==> src/rtl/alarm_zone_ctrl.sv <==
// Intrusion alarm controller: per-zone input debouncing followed by an
// arm/exit/entry/alarm state machine with a sticky record of triggering zones.
module alarm_zone_ctrl #(
  parameter int                      NUM_ZONES    = 3,
  parameter int                      DEBOUNCE_CYC = 4,
  parameter int                      EXIT_CYC     = 8,
  parameter int                      ENTRY_CYC    = 16,
  parameter logic [NUM_ZONES-1:0]    ENTRY_MASK   = 3'b010
) (
  input  logic                 clk,
  input  logic                 rst,
  input  logic [NUM_ZONES-1:0] zone_in,
  input  logic [NUM_ZONES-1:0] zone_en,
  input  logic                 arm,
  input  logic                 disarm,
  output logic                 alarm,
  output logic                 armed,
  output logic                 pending,
  output logic [NUM_ZONES-1:0] trip_zone
);

  localparam int DLY_MAX = (EXIT_CYC > ENTRY_CYC) ? EXIT_CYC : ENTRY_CYC;
  localparam int CNT_W   = $clog2(DLY_MAX + 1);
  localparam int DB_W    = $clog2(DEBOUNCE_CYC + 1);

  localparam logic [CNT_W-1:0] EXIT_TERM  = CNT_W'(EXIT_CYC - 1);
  localparam logic [CNT_W-1:0] ENTRY_TERM = CNT_W'(ENTRY_CYC - 1);
  localparam logic [DB_W-1:0]  DB_TERM    = DB_W'(DEBOUNCE_CYC - 1);

  typedef enum logic [2:0] {
    S_DISARMED,
    S_EXIT,
    S_ARMED,
    S_ENTRY,
    S_ALARM
  } state_t;

  state_t                 state, state_nxt;
  logic [CNT_W-1:0]       dly_cnt, dly_cnt_nxt;
  logic [NUM_ZONES-1:0]   trip_nxt;
  logic [NUM_ZONES-1:0]   zdb;
  logic [DB_W-1:0]        db_cnt [NUM_ZONES];
  logic [NUM_ZONES-1:0]   active;
  logic                   hit_instant;
  logic                   hit_entry;

  // Counter advances but holds at its terminal value instead of wrapping.
  function automatic logic [CNT_W-1:0] sat_inc(input logic [CNT_W-1:0] v,
                                               input logic [CNT_W-1:0] term);
    return (v >= term) ? term : v + CNT_W'(1);
  endfunction

  // Debounce: a zone flips only after DEBOUNCE_CYC consecutive differing samples.
  always_ff @(posedge clk) begin
    if (rst) begin
      zdb <= '0;
      for (int i = 0; i < NUM_ZONES; i++) db_cnt[i] <= '0;
    end else begin
      for (int i = 0; i < NUM_ZONES; i++) begin
        if (zone_in[i] == zdb[i]) begin
          db_cnt[i] <= '0;
        end else if (db_cnt[i] == DB_TERM) begin
          zdb[i]    <= zone_in[i];
          db_cnt[i] <= '0;
        end else begin
          db_cnt[i] <= db_cnt[i] + DB_W'(1);
        end
      end
    end
  end

  assign active      = zdb & zone_en;
  assign hit_instant = |(active & ~ENTRY_MASK);
  assign hit_entry   = |(active & ENTRY_MASK);

  always_ff @(posedge clk) begin
    if (rst) begin
      state     <= S_DISARMED;
      dly_cnt   <= '0;
      trip_zone <= '0;
    end else begin
      state     <= state_nxt;
      dly_cnt   <= dly_cnt_nxt;
      trip_zone <= trip_nxt;
    end
  end

  always_comb begin
    state_nxt   = state;
    dly_cnt_nxt = dly_cnt;
    trip_nxt    = trip_zone;
    if (disarm) begin
      state_nxt = S_DISARMED;
    end else begin
      case (state)
        S_DISARMED: begin
          if (arm) begin
            state_nxt   = S_EXIT;
            dly_cnt_nxt = '0;
            trip_nxt    = '0;
          end
        end
        S_EXIT: begin
          if (dly_cnt == EXIT_TERM) state_nxt = S_ARMED;
          else                      dly_cnt_nxt = sat_inc(dly_cnt, EXIT_TERM);
        end
        S_ARMED: begin
          trip_nxt = trip_zone | active;
          if (hit_instant) begin
            state_nxt = S_ALARM;
          end else if (hit_entry) begin
            state_nxt   = S_ENTRY;
            dly_cnt_nxt = '0;
          end
        end
        S_ENTRY: begin
          trip_nxt = trip_zone | active;
          if (hit_instant || dly_cnt == ENTRY_TERM) state_nxt = S_ALARM;
          else                                     dly_cnt_nxt = sat_inc(dly_cnt, ENTRY_TERM);
        end
        S_ALARM: state_nxt = S_ALARM;
        default: state_nxt = S_DISARMED;
      endcase
    end
  end

  always_comb begin
    alarm   = (state == S_ALARM);
    armed   = (state == S_ARMED) || (state == S_ENTRY) || (state == S_ALARM);
    pending = (state == S_EXIT) || (state == S_ENTRY);
  end

endmodule

==> config.mk <==
export PLATFORM = sky130hd
export DESIGN_NAME = alarm_zone_ctrl
export DESIGN_NICKNAME = d
export VERILOG_FILES = /design/src/rtl/alarm_zone_ctrl.sv
export SDC_FILE = /design/constraint.sdc
export NUM_CORES = 1
export LEC_CHECK = 0
export CAP_MARGIN = 20
export CORE_MARGIN = 10
export CORE_UTILIZATION = 54
export CTS_CLUSTER_SIZE = 10
export DETAILED_ROUTE_END_ITERATION = 6
export GPL_TIMING_DRIVEN = 0
export PLACE_DENSITY_LB_ADDON = 0.08
export SETUP_SLACK_MARGIN = 0.4
export SYNTH_ARGS = -nofsm -noshare
export SYNTH_HDL_FRONTEND = slang
export SYNTH_SLANG_ARGS = --single-unit
==> constraint.sdc <==
create_clock -name clk -period 2.16 [get_ports clk]
set_clock_uncertainty 0.1 [all_clocks]
set_input_delay 0.216 -clock clk [delete_from_list [all_inputs] [get_ports clk]]
set_output_delay 0.216 -clock clk [all_outputs]
set_load 0.05 [all_outputs]
== Yosys cells after proc, flatten, opt, wreduce, memory -nomap -nowiden ==
Memory sizes are Yosys's and may differ from the RTL's.
Cells that the tools add are included.
Storage, ports and cells
  output and inout port bits: 6
  bits in registers: 14
  memories: 1
  bits in writable memories: 9
Memory list
  db_cnt: depth 3, bits a word 3, read ports 3, clocked after memory_dff 0, write ports 3, RTL line 42  | logic [DB_W-1:0] db_cnt [NUM_ZONES];
Cells by class
  reduce and logical (&&, ||, !) cells: 16
  bitwise gates (word level): 15
  equality and inequality tests: 20
  $lt $le $gt $ge: 2
  add/subtract/negate cells: 4
  multiplexer cells: 60
Operators by type and width (number)
  3-bit 2-to-1 mux: 15
  1-bit 2-to-1 mux: 35
  5-bit 2-to-1 mux: 7
  5-bit one-hot mux with 4 select lines: 1
  3-bit by 2-bit == test with 1-bit output (second input constant): 5
  3-bit one-hot mux with 5 select lines: 1
  2-bit != test (second input constant): 7
  3-bit by 1-bit adder with 3-bit output (second input constant): 3
  1-bit OR: 9
  7-bit AND reduction: 1
  3-bit one-hot mux with 2 select lines: 1
  2-bit AND reduction: 3
  2-bit OR reduction: 3
  5-bit by 1-bit adder with 5-bit output (second input constant): 1
  5-bit by 3-bit == test with 1-bit output (second input constant): 1
  5-bit by 4-bit == test with 1-bit output (second input constant): 1
  5-bit by 3-bit greater-or-equal comparator with 1-bit output (second input constant): 1
  5-bit by 4-bit greater-or-equal comparator with 1-bit output (second input constant): 1
  1-bit logical OR: 4
  1-bit inverter: 4
  4-bit AND reduction: 1
  4-bit nonzero test: 1
  3-bit AND: 1
  1-bit == test: 3
  7 further kinds: 7

== Depth between registers and ports, before layout ==
Gate-level depths: netlist of the first run.
  depth in word-level cells: 7
  depth in mapped cells: 7
  depth with buffers taken out: 7

== Worst setup path before layout of the first run ==
Ideal clock, no wire load.
  path kind: register -> register
  start: register dly_cnt[0]
  end: register dly_cnt[2]
  setup slack: 271 ps
  stages on the path, launching flop included: 8
  arrival: 1656 ps
  cells stage by stage: dfxtp_1 > ha_1 > and3_2 > ha_1 > nor3b_2 > nor2_1 > o311ai_0 > mux2i_1
Between the ends
  cells in the longest elaborated chain, start to end: 4
  elaborated cells on any way between the ends: 14
RTL lines
  from (decl): RTL line 39  | logic [CNT_W-1:0] dly_cnt, dly_cnt_nxt;
  from (signal assigned): RTL line 83  | dly_cnt <= dly_cnt_nxt;
  5-bit by 1-bit adder with 5-bit output (tied with other cells): RTL line 50  | return (v >= term) ? term : v + CNT_W'(1);
  5-bit 2-to-1 mux / 1-bit logical OR (equally long branches): RTL line 50, 118
  5-bit 2-to-1 mux (tied with other cells): RTL line 118  | if (hit_instant || dly_cnt == ENTRY_TERM) state_nxt = S_ALARM;
  5-bit one-hot mux with 4 select lines / 7-bit AND reduction (equally long branches)
Several ways; a longest one is shown, not always the timed one. The select of a mux whose other input is x is not followed.
A chain may end at the register's enable or synchronous reset.

== Worst setup path in the final report of the first run ==
Ends and elaborated chain as after synthesis.

==> metrics.md, run 1 <==
| Metric | Value |
|---|---|
| Drt total wl | `2650 µm` |
| Initial antenna violation count | `0` |
| Die Width | `68.7 µm` |
| Top cell type's share of synthesized area | `0.219` |
| Die area | `0.00472 mm²` |
| Clock-pin slew on the worst setup and hold paths | `0.13 ns` |
| Post-synth top area cell | `dfxtp_1` |
| WL per Instance | `13.8 µm` |
| Req. time, crit path | `2.26 ns` |
| Residual DRC count | `0` |
| Hold Startpoint | `trip_zone[2]` |
| Vias in the first global route | `954` |
| Core ar. | `0.00223 mm²` |
| PortBufs | `15` |
| Layout area overhead | `24.4%` |
| Pwr dens | `478 mW/mm²` |
| Die extent in y | `68.7 µm` |
| Maximum root-to-sink buffer count | `2` |
| Syn Area/Cell | `9.71 µm²` |
| # setup viols final | `0` |
| Sequential area share after synthesis | `0.430` |
| Fmax | `557 MHz` |
| GR Overflow Total | `0` |
| VDD IR max | `409 µV` |
| Period utilization | `0.831` |
| Root Driver | `clkbuf_4` |
| Final hold violation count | `0` |
| Worst Setup SP | `dly_cnt[0]` |
| Hold crit path type | `reg -> reg` |
| Worst Tran Pin Value | `0.596 ns` |
| # nets final | `183` |
| Antenna viol nets, final | `0` |
| Commonest non-fill, non-tap cell in the layout | `nor2_1` |
| DR vias/cell | `5.38` |
| WS Path Type | `reg -> reg` |
| Initial Util | `0.574` |
| Final min period | `1.79 ns` |
| Max-slew violation count | `0` |
| GR Util All Layers | `0.122` |
| Crit Reg-Reg Startpoint | `dly_cnt[0]` |
| Leak | `0.682 nW` |
| H-tree Lvls | `1` |
| Num rows | `17` |
| Post-route insts no fill | `192` |
| First-pass GRT wire length | `4420 µm` |
| Fin area | `0.00159 mm²` |
| Pin count of the biggest net entering global routing | `14` |
| Worst endpoint data arrival time | `1.90 ns` |
| Later-pin clock latency in the skew report | `0.31 ns` |
| TNS Setup | `0 ns` |
| Most frequent cells in the layout | `nor2_1, dfxtp_1` |
| Max Cap Viol | `0` |
| Yosys reg bits | `23` |
| CTS Buf Count | `3` |
| Clk sink count | `23` |
| Inst Count DP | `183` |
| Slew HR | `0.602` |
| Mapped Cells | `132` |
| Area after DPL | `0.00152 mm²` |
| CTS tree | `done` |
| Syn Std Cell Area | `0.00128 mm²` |
| Io pins | `16` |
| N_diodes | `0` |
| Post-synth cell types | `41` |
| Iteration-0 DRC Markers | `44` |
| Gpl congestion | `0.928` |
| Post-DP HPWL | `1960 µm` |
| Status | `completed` |
| Largest cells by area after synthesis | `dfxtp_1, edfxtp_1, ha_1` |
| Via count | `1032` |
| Startpoint types | `flop` |
| YS warnings | `0` |
| Layout cells sized above 1 | `0.165` |
| Crit end category | `flop` |
| Initial DRT Pass Iterations | `4` |
| CP Max Fanout | `4` |
| RSZ-0062 raised after global routing | `yes` |
## synth_stat cells
cell / n
a21boi_1: 1
a21o_1: 1
a21oi_1: 2
a22o_1: 1
a22oi_1: 1
a31oi_1: 1
and2_1: 1
and3_2: 1
and4_4: 1
buf_4: 1
buf_6: 1
clkbuf_1: 1
conb_1: 1
dfxtp_1: 14
edfxtp_1: 9
ha_1: 8
inv_1: 9
mux2i_1: 7
nand2_1: 8
nand2b_1: 5
nand3_1: 2
nand4_1: 3
nand4_2: 1
nand4b_1: 1
nor2_1: 19
nor2b_1: 3
nor3_1: 3
nor3_4: 1
nor3b_1: 3
nor3b_2: 1
o211ai_2: 1
o21a_1: 3
o21ai_0: 5
o21ai_1: 1
o21ba_1: 1
o311ai_0: 1
o32ai_2: 1
or2b_1: 1
or3_1: 3
or4_1: 1
xnor2_1: 3
## where the power goes
part | leakage (nW) | internal (W) | switching, W
Sequential | 0.208 | 0.000464 | 0.00000656
Combinational | 0.457 | 0.0000440 | 0.0000475
Clock | 0.0177 | 0.0000692 | 0.000131
## routing by layer
layer,wire (µm),track usage,share of wire
met1,1200,0.154,0.45
met2,1200,0.184,0.45
met3,188,0.0354,0.071
met4,58,0.0616,0.022
met5,0,0,0
## kinds of logic (layout without fill, tap and decap cells)
family / after synthesis / after routing / share of synthesized area
AO/OA/AOI/OAI: 20 / 20 / 0.115
XOR/XNOR: 3 / 3 / 0.0205
adder cells (fa/ha/maj): 8 / 8 / 0.0781
buffers and inverters: 12 / 36 / 0.0439
flip-flops: 23 / 23 / 0.430
multiplexers: 7 / 7 / 0.0547
other: 1 / 9 / 0.00293
AND/OR/NAND/NOR: 58 / 58 / 0.255
## registers in the layout, indices dropped and copies added (netlist names)
register	cells
trip_zone	3
zdb	3
state	3
dly_cnt	5
db_cnt	9
## metrics by stage
stage | worst slack [ns] | util | hold WS (ns) | total power [W]
after floorplan | 0.410 | - | 0.192 | 0.000537
after global placement | 0.277 | 0.680 | 0.352 | 0.000570
after detailed placement | 0.260 | 0.680 | 0.369 | 0.000574
after CTS | 0.376 | 0.709 | 0.391 | 0.000770
after global routing | 0.314 | 0.714 | 0.400 | 0.000807
final | 0.366 | 0.714 | 0.386 | 0.000762
## layout make-up
class | instances | area, µm²
inverters | 9 | 33.8
flip-flops and latches | 23 | 559
clock buffers | 3 | 22.5
repair buffers | 20 | 174
clock inverters | 1 | 5.00
fillers | 182 | 639
multi-input cells | 105 | 742
plain buffers | 3 | 22.5
well taps | 28 | 35.0
## worst max-delay path, stage by stage, from the launching register on
cell      delay [ns]
dfxtp_4         0.38
ha_4            0.16
and3_4          0.18
ha_4            0.17
nor3b_4         0.26
buf_4           0.15
nand4_1         0.08
o311ai_1        0.10
mux2i_1         0.11
## path summary, 6_finish.rpt
path,end,slack [ns],depth (start not counted)
worst min-delay path,trip_zone[2],0.39,1
worst max-delay path,dly_cnt[2],0.37,8
worst max register to register,dly_cnt[2],0.37,8
worst min register to register,trip_zone[2],0.39,1
## repair_timing
action,in CTS,in global routing
setup endpoints to repair,11,7
gates resized for setup,22,8
cloned,0,0
setup buffers,4,1
endpoints found under the hold margin,0,0
pin swaps,5,4
hold buffers,0,0
Note: power is estimated with default switching activity, not from simulation.
==> inputs of run 2 (changes only) <==
==> constraint.sdc (replaced) <==
create_clock -name clk -period 1.8 [get_ports clk]
set_clock_uncertainty 0.1 [all_clocks]
set_input_delay 0.18 -clock clk [delete_from_list [all_inputs] [get_ports clk]]
set_output_delay 0.18 -clock clk [all_outputs]
set_load 0.05 [all_outputs]
==> metrics.md, run 2 (same netlist as run 1, synthesis figures left out) <==
| Metric | Value |
|---|---|
| Layout area overhead | `46.2%` |
| Multi-input logic area | `855 µm² (+15%)` |
| GR Overflow Total | `0 (unchanged)` |
| Maximum root-to-sink buffer count | `2 (unchanged)` |
| Max FFs per register | `9 (unchanged)` |
| Largest reg by FF count | `db_cnt` |
| Leak | `0.762 nW (+12%)` |
| TNS Setup | `0 ns (unchanged)` |
| CTS Buf Count | `3 (unchanged)` |
| Hold Slack | `0.384 ns (-0.00227 ns)` |
| Crit end category | `flop` |
| VDD IR max | `421 µV (+2.8%)` |
| H-tree Lvls | `1 (unchanged)` |
| Register area | `564 µm² (+0.89%)` |
| Worst endpoint data arrival time | `1.88 ns (-0.02 ns)` |
| Filler cells | `125 (-31%)` |
| Residual DRC count | `0 (unchanged)` |
| Final min period | `1.77 ns (-0.0259 ns)` |
| Biggest regs | `db_cnt x9, dly_cnt x5` |
| Io pins | `16 (unchanged)` |
| Max Cap Viol | `0 (unchanged)` |
| PortBufs | `15 (unchanged)` |
| WL per Instance | `16.0 µm (+16%)` |
| Max-slew violation count | `0 (unchanged)` |
| Initial Util | `0.574 (unchanged)` |
| WS Path Type | `reg -> reg` |
| Pin count of the biggest net entering global routing | `14 (unchanged)` |
| N_diodes | `0 (unchanged)` |
| Most frequent cells in the layout | `buf_4, nor2_1, edfxtp_1, conb_1, clkdlybuf4s50_1` |
| Later-pin clock latency in the skew report | `0.32 ns (about the same)` |
| Startpoint types | `flop` |
| Hold crit path type | `reg -> reg` |
| First-pass GRT wire length | `4750 µm (+7.5%)` |
| Pwr dens | `520 mW/mm² (+8.8%)` |
| Core ar. | `0.00223 mm² (unchanged)` |
| Iteration-0 DRC Markers | `34 (-23%)` |
| CTS tree | `done` |
| Req. time, crit path | `1.92 ns (-0.34 ns)` |
| RSZ-0062 raised after global routing | `yes` |
| DR vias/cell | `5.49 (+2.1%)` |
| # nets final | `198 (+8.2%)` |
| Vias in the first global route | `1106 (+16%)` |
| Root Driver | `clkbuf_4` |
| Antenna viol nets, final | `0 (unchanged)` |
| Fmax | `566 MHz (+1.5%)` |
| CP Max Fanout | `4 (unchanged)` |
| Die extent in y | `68.7 µm (unchanged)` |
| Drt total wl | `3320 µm (+25%)` |
| Via count | `1136 (+10%)` |
| GR Util All Layers | `0.132 (+0.0105)` |
| Initial DRT Pass Iterations | `4 (unchanged)` |
| Clk sink count | `23 (unchanged)` |
| Num rows | `17 (unchanged)` |
| Die area | `0.00472 mm² (unchanged)` |
| Gpl congestion | `0.914 (-1.5%)` |
| Status | `completed` |
| Period utilization | `0.982 (+0.152)` |
| Commonest non-fill, non-tap cell in the layout | `buf_4` |
| Initial antenna violation count | `0 (unchanged)` |
| Slew HR | `0.662 (+0.0607)` |
| # setup viols final | `0 (unchanged)` |
| Final core occ | `0.839 (+0.125)` |
| Layout cells sized above 1 | `0.397 (+0.232)` |
| Die Width | `68.7 µm (unchanged)` |
| Clock-pin slew on the worst setup and hold paths | `0.13 ns (about the same)` |
| Worst Tran Pin Value | `0.505 ns (-0.0908 ns)` |
| Hold-fix buffers, CTS | `0 (unchanged)` |
| Tot Pwr | `0.000975 W (+28%)` |
| Post-DP HPWL | `1990 µm (+1.8%)` |
| Final hold violation count | `0 (unchanged)` |
## run 2: changes by cell type in the layout (fill, tap and decap cells not counted), sizes merged
cell | before | now
dlygate4sd2 | 3 | 0
clkdlybuf4s15 | 0 | 3
clkbuf | 5 | 4
buf | 9 | 25
## run 2: stage by stage
stage,setup slack [ns],instance area [µm²],instances
after CTS,0.0484,1740,197
after global placement,-0.0382,1570,183
after detailed placement,-0.0486,1570,183
after global routing,-0.0317,1870,207
final,0.0317,1870,207
after floorplan,0.105,1380,140
## run 2: layout make-up
| class | instances | share of cell area |
|---|---|---|
| tap | 28 | 0.0187 |
| multi-input combinational | 105 | 0.456 |
| clock inverter | 1 | 0.00267 |
| inverter | 9 | 0.0180 |
| timing repair buffer | 35 | 0.176 |
| buffer | 3 | 0.0147 |
| clock buffer | 3 | 0.0120 |
| sequential | 23 | 0.301 |
## run 2: power breakdown
| part | leakage [nW] | internal [W] | switching (W) |
|---|---|---|---|
| clock network | 0.0177 | 0.0000834 | 0.000160 |
| registers | 0.210 | 0.000557 | 0.00000943 |
| logic | 0.535 | 0.0000870 | 0.0000772 |
## run 2: path summary, 6_finish.rpt
check / startpoint / to / slack (ns) / cells after the start
hold reg to reg: trip_zone[1] / trip_zone[1] / 0.38 / 1
setup reg to reg: dly_cnt[0] / dly_cnt[0] / 0.03 / 8
setup / recovery: dly_cnt[0] / dly_cnt[0] / 0.03 / 8
hold / removal: trip_zone[1] / trip_zone[1] / 0.38 / 1
## run 2: critical path, stage by stage, from the launching register on
cell     delay, ns
dfxtp_4       0.38
ha_4          0.16
and3_4        0.18
ha_4          0.17
nor3b_4       0.23
buf_4         0.15
a22oi_1       0.08
o21ai_1       0.14
mux2i_1       0.08
## run 2: layer usage
layer  vias to the layer above  GRT usage  part of all wire
met3                         7     0.0322             0.057
met2                        30      0.244              0.56
met4                         0     0.0616             0.019
li1                        553          -                 -
met1                       546      0.137              0.37
met5                         -          0                 0
## run 2: repair_timing
item	in CTS	in global routing
setup endpoints to repair	23	23
pin swaps	19	8
endpoints found under the hold margin	0	0
setup buffers	10	10
gates resized for setup	48	20
==> inputs of run 3 (changes only) <==
--- a/config.mk
+++ b/config.mk
@@ -5,6 +5,7 @@
 export SDC_FILE = /design/constraint.sdc
 export NUM_CORES = 1
 export LEC_CHECK = 0
+export ABC_CLOCK_PERIOD_IN_PS = 1800
 export CAP_MARGIN = 20
 export CORE_MARGIN = 10
 export CORE_UTILIZATION = 54
==> results of run 3 <==
No change in the layout: final DEF, timing and power equal those of run 2.
